--- src/rtl/mips_cpu_wbuf_pkg.sv ---
// Shared types and helpers for the posted-write buffer.
//   wbuf_state_t : drain FSM states
//   merge_lanes  : byte-lane merge of new store data over old entry data
//                  (operates at a maximum width; callers cast to/from DATA_W)
package mips_cpu_wbuf_pkg;

  typedef enum logic [0:0] {WB_IDLE = 1'b0, WB_ISSUE = 1'b1} wbuf_state_t;

  localparam int WB_MAX_DW = 64;
  localparam int WB_MAX_BE = WB_MAX_DW / 8;

  function automatic logic [WB_MAX_DW-1:0] merge_lanes(
    input logic [WB_MAX_DW-1:0] old_data,
    input logic [WB_MAX_DW-1:0] new_data,
    input logic [WB_MAX_BE-1:0] be
  );
    logic [WB_MAX_DW-1:0] r;
    for (int i = 0; i < WB_MAX_BE; i++)
      r[i*8 +: 8] = be[i] ? new_data[i*8 +: 8] : old_data[i*8 +: 8];
    return r;
  endfunction

endpackage

--- src/rtl/mips_cpu_wbuf_match.sv ---
// DEPTH-way word-address comparator for the write buffer.
//   vld_i/waddr_i : per-entry valid and word address
//   lock_i        : entries that must not be merged into (issuing head)
//   addr_i        : word address to compare
//   head_i        : index of the oldest entry
//   umatch_o      : by entry index, valid & unlocked & address match
//   age_match_o   : all valid matches, bit k = k-th oldest entry (bit 0 = head)
module mips_cpu_wbuf_match #(
  parameter int DEPTH = 8,
  parameter int WA_W  = 30,
  localparam int PTR_W = $clog2(DEPTH)
) (
  input  logic [DEPTH-1:0]           vld_i,
  input  logic [DEPTH-1:0][WA_W-1:0] waddr_i,
  input  logic [DEPTH-1:0]           lock_i,
  input  logic [WA_W-1:0]            addr_i,
  input  logic [PTR_W-1:0]           head_i,
  output logic [DEPTH-1:0]           umatch_o,
  output logic [DEPTH-1:0]           age_match_o
);

  logic [DEPTH-1:0] match;

  for (genvar i = 0; i < DEPTH; i++) begin : g_cmp
    assign match[i] = vld_i[i] && (waddr_i[i] == addr_i);
  end

  assign umatch_o = match & ~lock_i;

  // Rotate so that bit order follows age; pointer arithmetic wraps at DEPTH.
  always_comb begin
    age_match_o = '0;
    for (int k = 0; k < DEPTH; k++)
      age_match_o[k] = match[head_i + PTR_W'(k)];
  end

endmodule

--- src/rtl/mips_cpu_cache_wbuf_coalesce.sv ---
// Posted-write buffer between the data cache and the Avalon-MM data master.
// Queues stores in FIFO order, merges stores into a queued not-yet-issued entry
// of the same word, drains to memory under waitrequest, and offers a
// combinational snoop so read misses can forward pending store bytes.
//   in_*      : store request from the cache (valid/ready handshake)
//   drain_en  : 0 blocks the start of new memory writes
//   snoop_*   : read-miss address in, pending bytes/lanes out
//   avm_*     : Avalon-MM write master
//   count/full/empty : occupancy
module mips_cpu_cache_wbuf_coalesce
  import mips_cpu_wbuf_pkg::*;
#(
  parameter int DEPTH    = 8,
  parameter int ADDR_W   = 32,
  parameter int DATA_W   = 32,
  parameter int COALESCE = 1,
  localparam int BE_W  = DATA_W / 8,
  localparam int PTR_W = $clog2(DEPTH),
  localparam int CNT_W = PTR_W + 1,
  localparam int WA_W  = ADDR_W - 2
) (
  input  logic              clk,
  input  logic              rst_n,
  input  logic              in_valid,
  output logic              in_ready,
  input  logic [ADDR_W-1:0] in_addr,
  input  logic [DATA_W-1:0] in_data,
  input  logic [BE_W-1:0]   in_byteenable,
  input  logic              drain_en,
  input  logic [ADDR_W-1:0] snoop_addr,
  output logic              snoop_hit,
  output logic [DATA_W-1:0] snoop_data,
  output logic [BE_W-1:0]   snoop_byteenable,
  output logic [ADDR_W-1:0] avm_address,
  output logic              avm_write,
  output logic [DATA_W-1:0] avm_writedata,
  output logic [BE_W-1:0]   avm_byteenable,
  input  logic              avm_waitrequest,
  output logic [CNT_W-1:0]  count,
  output logic              full,
  output logic              empty
);

  typedef struct packed {
    logic              valid;
    logic [WA_W-1:0]   waddr;
    logic [DATA_W-1:0] data;
    logic [BE_W-1:0]   be;
  } entry_t;

  entry_t [DEPTH-1:0] ent_q;
  logic [PTR_W:0]     head_q, tail_q, head_d, tail_d;
  wbuf_state_t        state_q;

  logic [DEPTH-1:0]           ent_vld, lock;
  logic [DEPTH-1:0][WA_W-1:0] ent_waddr;
  logic [DEPTH-1:0]           push_umatch, push_age, snp_umatch, snp_age;
  logic [PTR_W-1:0]           head_idx, tail_idx, snp_idx;
  logic                       hit_u, push, merge, alloc, pop;
  logic                       unused_ok;

  assign head_idx = head_q[PTR_W-1:0];
  assign tail_idx = tail_q[PTR_W-1:0];

  always_comb begin
    lock = '0;
    for (int i = 0; i < DEPTH; i++) begin
      ent_vld[i]   = ent_q[i].valid;
      ent_waddr[i] = ent_q[i].waddr;
    end
    // The head is frozen once presented on the bus.
    if (state_q == WB_ISSUE) lock[head_idx] = 1'b1;
  end

  mips_cpu_wbuf_match #(.DEPTH(DEPTH), .WA_W(WA_W)) u_push_match (
    .vld_i(ent_vld), .waddr_i(ent_waddr), .lock_i(lock),
    .addr_i(in_addr[ADDR_W-1:2]), .head_i(head_idx),
    .umatch_o(push_umatch), .age_match_o(push_age)
  );

  mips_cpu_wbuf_match #(.DEPTH(DEPTH), .WA_W(WA_W)) u_snoop_match (
    .vld_i(ent_vld), .waddr_i(ent_waddr), .lock_i(lock),
    .addr_i(snoop_addr[ADDR_W-1:2]), .head_i(head_idx),
    .umatch_o(snp_umatch), .age_match_o(snp_age)
  );

  assign unused_ok = ^{push_age, snp_umatch, in_addr[1:0], snoop_addr[1:0]};

  assign count = tail_q - head_q;
  assign full  = (count == CNT_W'(DEPTH));
  assign empty = (count == '0);

  // At most one unlocked entry per word exists, so push_umatch is one-hot.
  assign hit_u    = (COALESCE != 0) && (|push_umatch);
  assign in_ready = !full || hit_u;
  assign push     = in_valid && in_ready && (|in_byteenable);
  assign merge    = push && hit_u;
  assign alloc    = push && !merge;
  assign pop      = (state_q == WB_ISSUE) && !avm_waitrequest;
  assign tail_d   = tail_q + {{PTR_W{1'b0}}, alloc};
  assign head_d   = head_q + {{PTR_W{1'b0}}, pop};

  always_ff @(posedge clk or negedge rst_n) begin
    if (!rst_n) begin
      ent_q   <= '0;
      head_q  <= '0;
      tail_q  <= '0;
      state_q <= WB_IDLE;
    end else begin
      head_q <= head_d;
      tail_q <= tail_d;
      if (pop) ent_q[head_idx].valid <= 1'b0;
      if (alloc) begin
        ent_q[tail_idx].valid <= 1'b1;
        ent_q[tail_idx].waddr <= in_addr[ADDR_W-1:2];
        ent_q[tail_idx].data  <= in_data;
        ent_q[tail_idx].be    <= in_byteenable;
      end
      for (int i = 0; i < DEPTH; i++) begin
        if (merge && push_umatch[i]) begin
          ent_q[i].data <= DATA_W'(merge_lanes(WB_MAX_DW'(ent_q[i].data),
                                               WB_MAX_DW'(in_data),
                                               WB_MAX_BE'(in_byteenable)));
          ent_q[i].be   <= ent_q[i].be | in_byteenable;
        end
      end
      case (state_q)
        WB_IDLE:  if (!empty && drain_en) state_q <= WB_ISSUE;
        WB_ISSUE: if (pop) state_q <= ((tail_d != head_d) && drain_en) ? WB_ISSUE : WB_IDLE;
        default:  state_q <= WB_IDLE;
      endcase
    end
  end

  // Bus fields come straight from the locked head register, so they stay
  // stable for the whole waitrequest stall.
  assign avm_write      = (state_q == WB_ISSUE);
  assign avm_address    = avm_write ? {ent_q[head_idx].waddr, 2'b00} : '0;
  assign avm_writedata  = avm_write ? ent_q[head_idx].data : '0;
  assign avm_byteenable = avm_write ? ent_q[head_idx].be : '0;

  // Walk oldest to youngest so later matches overwrite lanes: youngest wins.
  always_comb begin
    snoop_data       = '0;
    snoop_byteenable = '0;
    snp_idx          = '0;
    for (int k = 0; k < DEPTH; k++) begin
      snp_idx = head_idx + PTR_W'(k);
      if (snp_age[k]) begin
        snoop_byteenable = snoop_byteenable | ent_q[snp_idx].be;
        for (int b = 0; b < BE_W; b++)
          if (ent_q[snp_idx].be[b]) snoop_data[b*8 +: 8] = ent_q[snp_idx].data[b*8 +: 8];
      end
    end
  end

  assign snoop_hit = |snp_age;

endmodule

--- config.mk ---
export PLATFORM = sky130hd
export DESIGN_NAME = mips_cpu_cache_wbuf_coalesce
export DESIGN_NICKNAME = d
export VERILOG_FILES = /design/src/rtl/mips_cpu_wbuf_pkg.sv /design/src/rtl/mips_cpu_wbuf_match.sv /design/src/rtl/mips_cpu_cache_wbuf_coalesce.sv
export SDC_FILE = /design/constraint.sdc
export NUM_CORES = 2
export LEC_CHECK = 0
export CAP_MARGIN = 10
export CORE_ASPECT_RATIO = 0.75
export CORE_MARGIN = 5
export CORE_UTILIZATION = 60
export DETAILED_ROUTE_END_ITERATION = 10
export PLACE_DENSITY = 0.8
export SLEW_MARGIN = 20
export SYNTH_ARGS = -nofsm -noshare
export SYNTH_HDL_FRONTEND = slang
export SYNTH_SLANG_ARGS = --single-unit
--- constraint.sdc ---
create_clock -name clk -period 7.85 [get_ports clk]
set_input_delay 1.57 -clock clk [delete_from_list [all_inputs] [get_ports clk]]
set_output_delay 1.57 -clock clk [all_outputs]
set_load 0.02 [all_outputs]
==> impl_results.rst <==
.. list-table::
   :header-rows: 1

   * - Metric
     - Value
   * - Status
     - finished clean
   * - I/O pin total
     - 218
   * - Proportion of layout cells with a drive suffix above 1
     - 27.62%
   * - Number of warning messages in the yosys log
     - 0
   * - Grt ovf
     - 0
   * - GPL Wtd Cong
     - 1.108
   * - Main combinational cell family by area after synthesis
     - multiplexers
   * - Initial antenna violation count
     - 6
   * - Share of synthesized area spent on multiplexers
     - 33.76%
   * - Xor and xnor area share after synthesis
     - 10.07%
   * - Routed via count divided by cell count
     - 7.402
   * - Synth Area per Inst
     - 11.14 um^2
   * - Number of H-tree branching levels
     - 2
   * - Post-CTS Hold Buffers
     - 0
   * - Compound-gate portion of the synthesized area
     - 8.206%
   * - Fraction of the mapped netlist area in simple logic gates
     - 10.45%
   * - Worst endpoint required time
     - 6.28 ns
   * - Post-Synth Adder-Cell Area
     - 0.4321%
   * - RSZ-0062 raised after global routing
     - no
   * - Row Count
     - 84
   * - CP Data Arrival Time
     - 6.23 ns
   * - Setup Total Neg Slack
     - 0 ns
   * - Post-route antenna net violation count
     - 0
   * - Die X
     - 316.5 um
   * - HPWL after detailed placement
     - 111200 um
   * - Final Net Count
     - 4048
   * - Synth unique cells
     - 79
   * - Clk_lat worst skew
     - 0.67 ns
   * - End of the worst register-to-register path
     - ent_q[45]
   * - Post-route fraction of the period consumed by the critical path
     - 99.40%
   * - Area of the mapped netlist
     - 0.04228 mm^2
   * - Cells after synthesis
     - 3796
   * - Kind of critical path
     - in -> out
   * - Area growth from synthesis to final layout
     - 13.41%
   * - Peak clock frequency supported by timing
     - 128.2 MHz
   * - Share of the core filled with cells
     - 68.50%
   * - Vertical extent of the die
     - 239.9 um
   * - Clock-pin transition on the worst setup and hold timing paths
     - 0.06 ns
   * - Hold Path Class
     - reg -> reg
   * - Clock tree root driver cell
     - sky130_fd_sc_hd__clkbuf_16
   * - Worst hold slack
     - 0.5316 ns
   * - Worst flop-to-flop path startpoint
     - head_q[1]
   * - Crit. End Element
     - output port
   * - Terminating pin of the worst hold path
     - tail_q[3]
   * - Initial core utilization
     - 60.40%
   * - Startpoint types
     - input port
   * - First-pass GRT wire length
     - 232000 um
   * - Maximum number of pins on one net before global-route repair
     - 140
   * - Final setup skew
     - 0.03437 ns
   * - Placeable Area
     - 0.07000 mm^2
   * - Maximum fanout encountered on the critical timing path
     - 8
   * - Actual slew at the worst max-slew pin
     - 1.166 ns
   * - TritonCTS clock tree
     - built
   * - Total wirelength of the detailed-routed design
     - 158900 um
   * - Iteration-0 DRC count of the detailed router
     - 6256
   * - Fin crit period
     - 7.803 ns
   * - Port buffer count
     - 211
   * - DR WL/cell
     - 32.26 um
   * - Count of endpoints failing hold in the final timing report
     - 0
   * - Pre-antenna DRT Iters
     - 7
   * - Final-report setup violation count
     - 0
   * - Clock tree buffer depth
     - 3
   * - Slack of the worst reg-to-reg path
     - 2.15 ns
   * - Post-CTS Setup Inserts
     - 0
   * - Final Max Slew Viols
     - 0
   * - Total CTS buffers
     - 58
   * - DRC viols
     - 0
   * - Most used flip-flop cell after synthesis
     - sky130_fd_sc_hd__dfrtp_1
   * - Number of enable-type register cells in the synthesized netlist
     - 0
   * - Worst min-delay path startpoint
     - tail_q[3]
   * - Total via count after detailed routing
     - 36456
   * - Die area
     - 0.07593 mm^2
   * - Number of cells on the worst hold path
     - 1
   * - Remaining max-slew budget at the tightest pin
     - 21.73%
   * - Clock tree sinks
     - 545
   * - FF+latch count, synth
     - 545
   * - Async set or reset register ratio after synthesis
     - 100.0%
   * - Sequential area share after synthesis
     - 32.26%
   * - Count of maximum capacitance violations
     - 0
   * - R2R depth
     - 11
   * - Vias in the first global route
     - 34681
   * - GRT Overall Usage
     - 41.20%
-- through the flow --
step	cells	setup WS [ns]	cell area [um^2]
3_3_place_gp	4814	0.1414	45780
6_report	4925	0.04730	47950
3_5_place_dp	4814	0.1639	45780
5_1_grt	4919	0.001503	47930
2_1_floorplan	3797	1.177	42280
4_1_cts	4917	0.1283	47860
-- cell type report --
type                    instances  area [um^2]
flip-flops and latches        545        13650
inverters                      57        217.7
diodes                          7        17.52
multi-input cells            2837        26810
clock inverters                28        427.9
fillers                      5097        22050
repair buffers                430         3986
clock buffers                  75         1657
well taps                     946         1184
-- cells by family after synthesis --
logic type | count (synthesis)
multiplexers | 934
AND/OR/NAND/NOR | 886
flip-flops | 545
AO/OA/AOI/OAI | 515
XOR/XNOR | 486
buffers and inverters | 415
adder cells (fa/ha/maj) | 14
other | 1
-- layout by cell type (no fill, tap or decap), types with 54 or more instances in the layout --
master                              n
sky130_fd_sc_hd__mux2i_1           93
sky130_fd_sc_hd__clkbuf_16         59
sky130_fd_sc_hd__inv_1             54
sky130_fd_sc_hd__xnor2_1          324
sky130_fd_sc_hd__nor2_1            89
sky130_fd_sc_hd__mux4_2           344
sky130_fd_sc_hd__buf_4            202
sky130_fd_sc_hd__mux2_2           366
sky130_fd_sc_hd__xor2_1           154
sky130_fd_sc_hd__clkdlybuf4s50_1  208
sky130_fd_sc_hd__a21oi_1          188
sky130_fd_sc_hd__nand4_1           99
sky130_fd_sc_hd__nor4_1            60
sky130_fd_sc_hd__dfrtp_1          542
sky130_fd_sc_hd__mux2_1           131
sky130_fd_sc_hd__nand2_1          371
sky130_fd_sc_hd__nand3_1          101
-- synthesized netlist by cell type, drive strengths merged, types with 9 or more instances --
cell    count  share of area, %
xnor2     330               6.8
nor2       91              0.83
a221oi     22              0.47
mux2i      93               2.2
nand3     101               1.2
inv        55              0.49
nor4       69               1.2
o21ai      58              0.69
and2       32              0.47
a21o       33              0.59
buf       206               3.0
and3       13              0.19
a211oi     50              0.92
o31a       32              0.66
clkbuf    152               1.3
xor2      156               3.2
nand2     371               3.3
nand3b      9              0.16
ha         13              0.38
nor3       45              0.61
mux2      497                13
nand4      99               1.5
a31oi      44              0.65
mux4      344                18
a21oi     188               2.2
or2        10              0.15
or3b       12              0.25
a22o       33              0.68
dfrtp     545                32
or4         9              0.17
-- worst max-delay path, stage by stage --
cell and delay, ns:
sky130_fd_sc_hd__clkdlybuf4s50_1 0.64, sky130_fd_sc_hd__xnor2_1 0.58, sky130_fd_sc_hd__nand4_1 0.16, sky130_fd_sc_hd__nor4_1 0.45, sky130_fd_sc_hd__buf_4 0.24, sky130_fd_sc_hd__nand3b_1 0.08, sky130_fd_sc_hd__a32o_1 0.27, sky130_fd_sc_hd__a22o_1 0.42
sky130_fd_sc_hd__a211o_1 0.51, sky130_fd_sc_hd__a311oi_1 0.30, sky130_fd_sc_hd__a311oi_1 0.09, sky130_fd_sc_hd__o31a_1 0.33, sky130_fd_sc_hd__clkdlybuf4s50_1 0.58
-- per-layer routing --
layer	global-route usage, %	vias to the layer above	wire, um	share of wire, %
li1	-	14470	-	-
met1	58.71	18079	59770	38
met5	1.073	-	176	0.11
met4	15.70	10	8307	5.2
met3	19.47	614	27960	18
met2	54.63	3283	62680	39
-- sequential cells by signal, indices dropped and copies added, names as in the netlist --
signal / cells
ent_q: 536
avm_write: 1
head_q: 4
tail_q: 4
-- timing repair --
item                       CTS  global route
gates resized for setup      0             7
hold endpoints to repair     0             0
setup endpoints to repair    0            15
-- how the worst max path moves through the flow --
stage,startpoint,endpoint,cells past startpoint
final,snoop_addr[2],snoop_data[29],13
after global routing,snoop_addr[2],snoop_data[31],15
after CTS,snoop_addr[6],snoop_data[29],13
after floorplan,head_q[2],snoop_byteenable[2],15
after detailed placement,snoop_addr[6],snoop_data[1],15
after global placement,snoop_addr[6],snoop_data[1],15
Power is left out: the tool's default activity adds up to more than one toggle a clock period on the data nets, which glitch-free logic cannot reach.
